## src/rtl/text_console.sv

```systemverilog
// text_console: byte-stream terminal writer for the on-screen text display.
// Accepts ASCII bytes over valid/ready, tracks a cursor, interprets control
// codes, and emits one {x, y, char} write per cycle into the character buffer.
// Optional feature: define TEXT_CONSOLE_CLEAR_EN to clear the whole screen
// automatically after reset deasserts.
module text_console #(
    parameter int unsigned COLS = 32,
    parameter int unsigned ROWS = 28
) (
    input  logic        clk,
    input  logic        reset,
    input  logic        in_valid,
    input  logic [7:0]  in_data,
    output logic        in_ready,
    output logic [3:0]  reg_char_we,
    output logic [31:0] reg_char_di,
    output logic [4:0]  cursor_x,
    output logic [4:0]  cursor_y,
    output logic        busy
);

    localparam int unsigned CW     = 5;
    localparam logic [CW-1:0] X_LAST = CW'(COLS - 1);
    localparam logic [CW-1:0] Y_LAST = CW'(ROWS - 1);
    localparam logic [7:0]  SPACE  = 8'h20;
    localparam logic [7:0]  QMARK  = 8'h3F;
    localparam logic [3:0]  WE_ALL = 4'hF;

    typedef enum logic [2:0] {
        IDLE,
        ESC_X,
        ESC_Y,
        CLRLINE,
        CLRALL
    } state_t;

    state_t        state;
    logic [CW-1:0] clr_x;
    logic [CW-1:0] clr_y;

    logic          accept;
    logic [7:0]    glyph;
    logic [CW-1:0] row_next;
    logic [CW-1:0] esc_col;
    logic [CW-1:0] esc_row;

    // Display word layout: {8'h00, 3'b0, x, 3'b0, y, char}.
    function automatic logic [31:0] pack_word(input logic [4:0] x,
                                              input logic [4:0] y,
                                              input logic [7:0] c);
        return {8'h00, 3'b000, x, 3'b000, y, c};
    endfunction

    // Handshake, glyph substitution, row wrap and escape clamping.
    assign accept   = in_valid & in_ready;
    assign glyph    = in_data[7] ? QMARK : in_data;
    assign row_next = (cursor_y == Y_LAST) ? CW'(0) : cursor_y + CW'(1);
    assign esc_col  = (in_data > {3'b000, X_LAST}) ? X_LAST : in_data[4:0];
    assign esc_row  = (in_data > {3'b000, Y_LAST}) ? Y_LAST : in_data[4:0];

    // Control FSM: byte interpretation, cursor tracking and clear sequencing.
    always_ff @(posedge clk) begin
        if (reset) begin
`ifdef TEXT_CONSOLE_CLEAR_EN
            state       <= CLRALL;
`else
            state       <= IDLE;
`endif
            clr_x       <= '0;
            clr_y       <= '0;
            cursor_x    <= '0;
            cursor_y    <= '0;
            in_ready    <= 1'b0;
            busy        <= 1'b0;
            reg_char_we <= 4'h0;
            reg_char_di <= '0;
        end else begin
            reg_char_we <= 4'h0;
            in_ready    <= 1'b1;
            busy        <= 1'b0;
            case (state)
                IDLE: begin
                    if (accept) begin
                        if (in_data >= 8'h20 && in_data != 8'h7F) begin
                            // Printable (high bytes shown as '?'), wrap clears the new row.
                            reg_char_we <= WE_ALL;
                            reg_char_di <= pack_word(cursor_x, cursor_y, glyph);
                            if (cursor_x == X_LAST) begin
                                cursor_x <= '0;
                                cursor_y <= row_next;
                                clr_x    <= '0;
                                clr_y    <= row_next;
                                state    <= CLRLINE;
                                in_ready <= 1'b0;
                                busy     <= 1'b1;
                            end else begin
                                cursor_x <= cursor_x + CW'(1);
                            end
                        end else begin
                            case (in_data)
                                8'h0A: begin
                                    // Line feed: first clear write goes out immediately.
                                    cursor_x    <= '0;
                                    cursor_y    <= row_next;
                                    reg_char_we <= WE_ALL;
                                    reg_char_di <= pack_word(5'd0, row_next, SPACE);
                                    in_ready    <= 1'b0;
                                    busy        <= 1'b1;
                                    if (X_LAST != CW'(0)) begin
                                        clr_x <= CW'(1);
                                        clr_y <= row_next;
                                        state <= CLRLINE;
                                    end
                                end
                                8'h0D: begin
                                    cursor_x <= '0;
                                end
                                8'h08: begin
                                    if (cursor_x != CW'(0)) begin
                                        cursor_x    <= cursor_x - CW'(1);
                                        reg_char_we <= WE_ALL;
                                        reg_char_di <= pack_word(cursor_x - CW'(1), cursor_y, SPACE);
                                    end
                                end
                                8'h0C: begin
                                    // Form feed: home cursor, first clear write at (0,0).
                                    cursor_x    <= '0;
                                    cursor_y    <= '0;
                                    reg_char_we <= WE_ALL;
                                    reg_char_di <= pack_word(5'd0, 5'd0, SPACE);
                                    in_ready    <= 1'b0;
                                    busy        <= 1'b1;
                                    if (X_LAST != CW'(0)) begin
                                        clr_x <= CW'(1);
                                        clr_y <= '0;
                                        state <= CLRALL;
                                    end else if (Y_LAST != CW'(0)) begin
                                        clr_x <= '0;
                                        clr_y <= CW'(1);
                                        state <= CLRALL;
                                    end
                                end
                                8'h1B: begin
                                    state <= ESC_X;
                                end
                                default: begin
                                end
                            endcase
                        end
                    end
                end
                ESC_X: begin
                    if (accept) begin
                        cursor_x <= esc_col;
                        state    <= ESC_Y;
                    end
                end
                ESC_Y: begin
                    if (accept) begin
                        cursor_y <= esc_row;
                        state    <= IDLE;
                    end
                end
                CLRLINE: begin
                    reg_char_we <= WE_ALL;
                    reg_char_di <= pack_word(clr_x, clr_y, SPACE);
                    in_ready    <= 1'b0;
                    busy        <= 1'b1;
                    if (clr_x == X_LAST) begin
                        state <= IDLE;
                    end else begin
                        clr_x <= clr_x + CW'(1);
                    end
                end
                CLRALL: begin
                    reg_char_we <= WE_ALL;
                    reg_char_di <= pack_word(clr_x, clr_y, SPACE);
                    in_ready    <= 1'b0;
                    busy        <= 1'b1;
                    if (clr_x == X_LAST) begin
                        clr_x <= '0;
                        if (clr_y == Y_LAST) begin
                            state <= IDLE;
                        end else begin
                            clr_y <= clr_y + CW'(1);
                        end
                    end else begin
                        clr_x <= clr_x + CW'(1);
                    end
                end
                default: begin
                    state <= IDLE;
                end
            endcase
        end
    end

endmodule

```

## config.mk

```make
export PLATFORM = sky130hd
export DESIGN_NAME = text_console
export DESIGN_NICKNAME = d
export VERILOG_FILES = /design/src/rtl/text_console.sv
export SDC_FILE = /design/constraint.sdc
export NUM_CORES = 1
export LEC_CHECK = 0
export ABC_AREA = 1
export BUFFER_PORTS_ARGS = -buffer_cell sky130_fd_sc_hd__buf_4
export CAP_MARGIN = 10
export CORE_ASPECT_RATIO = 0.5
export CORE_UTILIZATION = 30
export CTS_BUF_LIST = sky130_fd_sc_hd__clkbuf_8
export DETAILED_ROUTE_END_ITERATION = 10
export SETUP_SLACK_MARGIN = 0.02
export SYNTH_ARGS = -nofsm -noshare
export SYNTH_HDL_FRONTEND = slang
export SYNTH_SLANG_ARGS = --single-unit
```

## constraint.sdc

```tcl
create_clock -name clk -period 4 [get_ports clk]
set_input_delay 0.6 -clock clk [delete_from_list [all_inputs] [get_ports clk]]
set_output_delay 0.6 -clock clk [all_outputs]
set_load 0.1 [all_outputs]
```

# Yosys cells after proc, flatten, opt, wreduce, memory -nomap -nowiden
# Cells that the tools add are included.
# word_totals
ram_bits,0
mem_bits_ro,0
latch_bits,0
memories,0
in_bits,11
wordCells,121
out_inout_bits,48
reg_bits,61
# op_classes
bitwise,1
shifts,0
n_eq_ne,29
multipliers,0
div,0
add_sub_neg,5
mux,57
order_cmp,3
n_reduce_logical,17
# op_table
op,count
5-bit 2-to-1 mux,20
32-bit 2-to-1 mux,3
32-bit one-hot mux with 3 select lines,1
32-bit one-hot mux with 2 select lines,1
5-bit one-hot mux with 2 select lines,5
"8-bit by 4-bit equality test with 1-bit output, second input constant",4
3-bit 2-to-1 mux,8
"5-bit by 1-bit adder with 5-bit output, second input constant",4
"5-bit equality test, second input constant",4
"8-bit by 5-bit > comparator with 1-bit output, second input constant",2
"2-bit inequality test, second input constant",8
4-bit one-hot mux with 2 select lines,2
3-bit one-hot mux with 5 select lines,1
5-bit one-hot mux with 3 select lines,1
5-bit AND reduction,3
4-bit 2-to-1 mux,3
"5-bit by 2-bit inequality test with 1-bit output, second input constant",2
3-bit one-hot mux with 3 select lines,1
"8-bit by 5-bit equality test with 1-bit output, second input constant",1
"8-bit by 6-bit greater-or-equal comparator with 1-bit output, second input constant",1
1-bit 2-to-1 mux,8
"8-bit by 7-bit inequality test with 1-bit output, second input constant",1
8-bit AND reduction,1
2-bit nonzero test,4
other kinds (19),23

# Logic depth before layout (Yosys ltp)
# Gate-level depths: netlist of the first run.
# depth
word_depth,6
ltp_mapped,13
depth_no_buf,12

# Worst setup path before layout of the first run
# No wires, ideal clock.
# synth_path
path_kind,register -> register
startpoint,register cursor_x[0]
endpoint,register reg_char_di[5]
setup_time_ns,0.117
required_time_ns,3.883
synth_period_minus_slack_ns,2.432
slack_ns,1.568
path_stages_with_launch,12
n_path_buf,1
arrival_ns,2.315
path_cell_list,dfxtp_1 > inv_1 > ha_1 > nand3_1 > nor2_1 > nand4_4 > nand2_2 > nor2_4 > buf_6 > nand2_1 > nand2_1 > nor2_1
# synth_via
elab_chain_len,3
# synth_rtl
item,line_no,rtl
from (decl),17,"output logic [4:0] cursor_x,"
from (signal assigned),97,cursor_x <= cursor_x + CW'(1);
from (signal assigned),120,cursor_x <= cursor_x - CW'(1);
from (signal assigned),154,cursor_x <= esc_col;
5-bit nonzero test,119,if (cursor_x != CW'(0)) begin
4-bit inequality test (no source line),-,
4-bit AND reduction (no source line),-,
to (signal assigned),106,"reg_char_di <= pack_word(5'd0, row_next, SPACE);"
to (signal assigned),122,"reg_char_di <= pack_word(cursor_x - CW'(1), cursor_y, SPACE);"
to (signal assigned),130,"reg_char_di <= pack_word(5'd0, 5'd0, SPACE);"
to (decl),16,"output logic [31:0] reg_char_di,"
# No other way between the ends.
# A chain may end at the register's enable or synchronous reset.

# Final worst setup path of the first run
# layout_path
startpoint,register state[0]
endpoint,register reg_char_di[3]
# layout_via
elab_chain_len,4
elab_cells_between_ends,10
classes_between,eq/ne: 5; mux: 1; reduce/logical: 4
# layout_rtl
item,line_no,rtl
from (decl),37,state_t state;
from (signal assigned),67,state <= IDLE;
from (signal assigned),93,state <= CLRLINE;
from (signal assigned),112,state <= CLRLINE;
3-bit equality test / 3-bit by 2-bit equality test with 1-bit output (equally long branches),81,case (state)
2-bit OR reduction (no source line),-,
2-bit nonzero test (no source line),-,
4-bit AND reduction (no source line),-,
to (signal assigned),87,"reg_char_di <= pack_word(cursor_x, cursor_y, glyph);"
to (signal assigned),106,
to (signal assigned),122,
# Several ways; a longest one is shown, not always the timed one.

==> summary.md, run 1 <==
| Metric | Value |
|---|---|
| Critical path data required time | 4240 ps |
| Commonest non-fill, non-tap cells in the layout | nand2_1 (156), nor2_1 (90), inv_1 (48), nand3_1 (48) |
| Setup Fix Bufs, Post-CTS | 0 |
| TritonCTS Buffers | 5 |
| Layout Cell Area excl Fill | 3640 sq um |
| Post-Synth Adder-Cell Area | 2.71% |
| CP Capture Type | flop |
| Area growth syn-to-layout | 12.4% |
| Largest net degree at the start of global routing | 36 |
| Netlist cell types | 37 |
| Hold Crit Class | flop to flop |
| Max Buffers Root-to-Sink | 2 |
| Area leader, netlist | dfxtp_1 |
| Final wirelength | 7.98 mm |
| Starting DRT DRC Count | 265 |
| Setup Skew | 7.73 ps |
| Cells after Synth | 527 |
| # resized after CTS | 0 |
| Tcrit/Tclk final | 53.7% |
| Main combinational cell family by area after synthesis | simple AND/OR/NAND/NOR gates |
| Inst Count DP | 692 |
| Static Leak | 1.77 nW |
| Tot GR Track Use | 14.7% |
| Final #Nets | 577 |
| Chip Height | 75.4 microns |
| Outcome | finished, final reports clean |
| Synth warn | 0 |
| Clk sinks | 43 |
| Post-synth top area share | 26.6% |
| GR Overflow Total | 0 |
| Fmax | 466 MHz |
| Area after DPL | 3550 sq um |
| # hold bufs at CTS | 0 |
| Root Buffer | clkbuf_8 |
| CP startpoint kind | flop |
| Via count | 3,178 |
| Pre-CTS WS | 1640 ps |
| H-tree levels | 2 |
| Number of buffers added on ports | 43 |
| DRC viols | 0 |
| Sequential cell area fraction in the yosys report | 26.6% |
| Die Wd | 149 microns |
| Dpl hpwl | 6.03 mm |
| Syn Area/Cell | 6.14 sq um |
| Xor/xnor share of the synthesized area | 2.98% |
| Worst vdd ir | 0.318 mV |
| CTS clk-pin slew, worst paths | 90 ps |
| Simple-Gate Fraction of Synth Area | 46.5% |
| Core box area | 10,300 sq um |
| Die area | 11,200 sq um |
| Met3 usage | 2.28% |
| First-pass GRT wire length | 13.2 mm |
| Min Tclk post-route | 2150 ps |
| CTS tree | done |
| Most common cell after layout, fill and taps aside | nand2_1 |
| Post-synthesis compound-gate area fraction | 7.27% |
| Top cells by area, synth | dfxtp_1 (27%), nand2_1 (18%), nor2_1 (10%), nand3_1 (7.4%), inv_1 (5.5%) |
| Post-Syn Area | 3240 sq um |
| GR met1 Demand/Resource | 20.3% |
| Multiplexer area fraction after synthesis | 0% |
| Global placer's final weighted congestion | 0.875 |
| Crit-path max FO | 13 |
| Slew headroom | 33.4% |
| Setup TNS | 0 ps |
| First drt pass iteration count | 5 |
| Max cap viols | 0 |
| Routed length per instance | 11.4 microns |
| Core Rows | 26 |
| DR vias/cell | 4.54 |
| Layout cells sized above 1 | 15.7% |
| GRT met2 Usage | 24.7% |
| Total power | 3.34 mW |
| Vias in the first global route | 2,762 |
| RSZ-0062 raised after global routing | no |
| # IOs | 59 |
| Worst-Skew Late Latency | 290 ps |
| Final Max Slew Viols | 0 |
| Non-Filler Instances | 700 |
| GRT busiest layer | met2 |
| Initial antenna violation count | 0 |
| Power density cells | 919 nW/um^2 |
| Initial Util | 31.3% |
| Final worst-path setup slack | 1850 ps |
| #FFs+latches synth | 43 |
| ANT cells | 0 |
| Remaining antenna violation count | 0 |
| Worst path arrival time | 2390 ps |
| WS Path Type | flop to flop |
| # setup viols final | 0 |
| Least-Margin Pin Slew | 992 ps |
| Fin. Hold Viols | 0 |
[final timing paths]
check,start,to,slack [ps],cells past startpoint
max,state[0],reg_char_di[3],1850,8
min,reg_char_di[6],reg_char_di[6],490,2
max reg2reg,state[0],reg_char_di[3],1850,8
min reg2reg,reg_char_di[6],reg_char_di[6],490,2
[power breakdown]
group / internal (mW) / leakage, nW / total, mW / switching (mW)
clock: 0.120 / 0.0453 / 0.277 / 0.157
sequential: 0.571 / 0.353 / 0.710 / 0.140
combinational: 0.577 / 1.37 / 2.35 / 1.78
total: 1.27 / 1.77 / 3.34 / 2.07
[cells in the mapped netlist (all sizes together)]
master / number
xor2: 8
nor3: 2
o22ai: 2
clkbuf: 6
o211ai: 1
a21boi: 1
dfxtp: 43
clkinv: 1
inv: 55
nand4: 10
xnor2: 3
a21oi: 10
and3: 1
nand2: 165
or2: 1
nor4: 1
a31oi: 1
o21ai: 28
nand3: 52
ha: 7
nor2: 102
buf: 26
conb: 1
[per-layer routing]
layer	vias up	share of wire, %
met5	-	0
met4	0	0.43
met3	2	3.6
met2	71	45
met1	1411	51
li1	1694	-
[kinds of logic (layout without fill, tap and decap cells)]
| kind of cell | count (synthesis) | in the layout |
|---|---|---|
| buffers and inverters | 88 | 107 |
| flip-flops | 43 | 43 |
| adder cells (fa/ha/maj) | 7 | 7 |
| other | 1 | 15 |
| AO/OA/AOI/OAI | 43 | 43 |
| XOR/XNOR | 11 | 11 |
| AND/OR/NAND/NOR | 334 | 334 |
[sequential cells by signal, summed over array words and instances (netlist names), 3 cells and up]
signal       flops
clr_x            5
cursor_x         5
clr_y            5
cursor_y         5
state            3
reg_char_di     17
[critical path, stage by stage, from the launching register on]
cell and delay, ps:
dfxtp_1 480, nor2_4 100, nand2_1 260, nand2_1 380, nor2_2 460, o21ai_0 160, nand2_1 100, nand2_1 50
nor2_1 100
[final cells by class]
| type | instances | area, sq um |
|---|---|---|
| well taps | 140 | 175 |
| multi-input cells | 410 | 1980 |
| inverters | 56 | 213 |
| flip-flops and latches | 43 | 861 |
| clock buffers | 5 | 68.8 |
| clock inverters | 3 | 16.3 |
| repair buffers | 43 | 323 |
| fillers | 1141 | 6710 |
[metrics by stage]
stage | utilization (%) | hold WS, ps
CTS | 35.2 | 495
global placement | 34.3 | 467
floorplan | - | 474
global route | 35.2 | 532
detailed placement | 34.3 | 480
finish | 35.2 | 492
(Power assumes the default switching activity.)
==> run 2, diff against run 1 <==
Clock period 4 ns to 2.2 ns, I/O delays scaled along.
==> run 2 against run 1 <==
Cell area up 1.0%. Global-route usage up 0.17 points. Worst hold slack worse by 240 ps. Cell count up 0.57%. Highest routed layer unchanged.
==> summary.md, run 2 (synthesis gave the netlist of run 1 again) <==
| Metric | Value |
|---|---|
| Outcome | finished, final reports clean |
| Critical path data required time | 2390 ps (-1850 ps) |
| Final worst-path setup slack | 273 ps (-1580 ps) |
| # resized after CTS | 0 (unchanged) |
| WS Path Type | flop to flop |
| RSZ-0062 raised after global routing | no |
| # hold bufs at CTS | 0 (unchanged) |
| Fin. Hold Viols | 0 (unchanged) |
| Power density cells | 1660 nW/um^2 (+81%) |
| GR met1 Demand/Resource | 20.5% (+0.24 points) |
| CTS tree | done |
| Initial Util | 31.3% (unchanged) |
| Crit-path max FO | 21 (+8) |
| Max cap viols | 0 (unchanged) |
| Die area | 11,200 sq um (unchanged) |
| Max FFs per register | 17 (unchanged) |
| Hold Crit Class | input pin to flop |
| Met3 usage | 2.40% (+0.12 points) |
| Final wirelength | 8.03 mm (+0.73%) |
| Remaining antenna violation count | 0 (unchanged) |
| ANT cells | 0 (unchanged) |
| CP startpoint kind | flop |
| Final Max Slew Viols | 0 (unchanged) |
| First drt pass iteration count | 4 (-1) |
| Initial antenna violation count | 0 (unchanged) |
| # setup viols final | 0 (unchanged) |
| H-tree levels | 2 (unchanged) |
| Commonest non-fill, non-tap cells in the layout | nand2_1 (156), nor2_1 (90), inv_1 (48), nand3_1 (48), buf_4 (47) |
| Pre-CTS WS | 169 ps (-1470 ps) |
| Starting DRT DRC Count | 256 (-3.4%) |
| CP Capture Type | flop |
| Routed length per instance | 11.4 microns (+0.15%) |
| Worst path arrival time | 2120 ps (-270 ps) |
| Final #Nets | 581 (+0.69%) |
| CTS clk-pin slew, worst paths | 90 ps (about the same) |
| Setup Fix Bufs, Post-CTS | 0 (unchanged) |
| Core box area | 10,300 sq um (unchanged) |
| Most common cell after layout, fill and taps aside | nand2_1 |
| Root Buffer | clkbuf_8 |
| DR vias/cell | 4.49 (-1.1%) |
| WHS | 257 ps (-235 ps) |
| Layout cells sized above 1 | 17.2% (+1.5 points) |
| GRT met2 Usage | 24.6% (-0.10 points) |
| Setup TNS | 0 ps (unchanged) |
| Tot GR Track Use | 14.8% (+0.17 points) |
| Chip Height | 75.4 microns (unchanged) |
| Min Tclk post-route | 1930 ps (-219 ps) |
| First-pass GRT wire length | 13.3 mm (about the same) |
| Max Buffers Root-to-Sink | 2 (unchanged) |
| # IOs | 59 (unchanged) |
| Fmax | 519 MHz (+11%) |
| Worst vdd ir | 0.510 mV (+60%) |
| Worst-Skew Late Latency | 300 ps (about the same) |
| DRC viols | 0 (unchanged) |
| GRT busiest layer | met2 |
| Number of buffers added on ports | 43 (unchanged) |
| Vias in the first global route | 2,765 (+0.11%) |
| Core Rows | 26 (unchanged) |
| Filler Cells Inserted | 1,155 (+1.2%) |
| Setup Skew | 5.41 ps (-2.33 ps) |
| Static Leak | 1.79 nW (+1.2%) |
| Dpl hpwl | 6.13 mm (+1.5%) |
| Largest net degree at the start of global routing | 22 (-39%) |
| Clk sinks | 43 (unchanged) |
| Die Wd | 149 microns (unchanged) |
| Area growth syn-to-layout | 13.5% |
| Via count | 3,161 (-0.53%) |
| Largest reg by FF count | reg_char_di |
| Global placer's final weighted congestion | 0.859 (-1.9%) |
| Reg2reg setup slack | 270 ps (-1580 ps) |
| GR Overflow Total | 0 (unchanged) |
| Tcrit/Tclk final | 87.6% (+34 points) |
| TritonCTS Buffers | 5 (unchanged) |
==> run 2: changes by cell type in the layout (fill, tap and decap cells not counted), sizes merged <==
cell | before | now
buf | 43 | 47
==> run 2: metal layers <==
layer  up-vias  wire length (microns)
met3         4                    290
met4         0                     60
met2        61                   3480
met1      1406                   4210
li1       1690                      -
met5         -                      0
==> run 2: area by class of cell <==
cell class,count,area [sq um],share of cell area (%)
multi-input combinational,410,1980,53.9
sequential,43,867,23.6
timing repair buffer,47,353,9.60
inverter,56,213,5.79
tap,140,175,4.77
clock buffer,5,68.8,1.87
clock inverter,3,16.3,0.443
==> run 2: power breakdown <==
part           total [mW]  internal, mW  switching (mW)
registers            1.29          1.04           0.250
clock network       0.506         0.218           0.289
logic                4.30          1.07            3.23
==> run 2: path summary, 6_finish.rpt <==
path,startpoint,endpoint,cells after the start
max,cursor_x[0],reg_char_di[8],9
min,reset,clr_x[3],2
max reg2reg,cursor_x[0],reg_char_di[8],9
min reg2reg,reg_char_di[5],reg_char_di[5],2
==> run 2: through the flow <==
step	util (%)	cell area (sq um)	power (mW)	cells
2_1_floorplan	-	3290	4.96	541
3_3_place_gp	34.7	3590	5.62	696
3_5_place_dp	34.7	3590	5.62	696
4_1_cts	35.5	3670	6.16	704
5_1_grt	35.5	3670	6.63	704
6_report	35.5	3670	6.10	704
==> run 2: worst max-delay path, cell delays in order (launching register included) <==
cell	delay (ps)
dfxtp_2	350
inv_1	150
ha_1	220
nand3_1	130
nor2_1	210
nand4_4	160
nand3_2	400
nand2_1	100
nand2_1	70
nor2_1	40
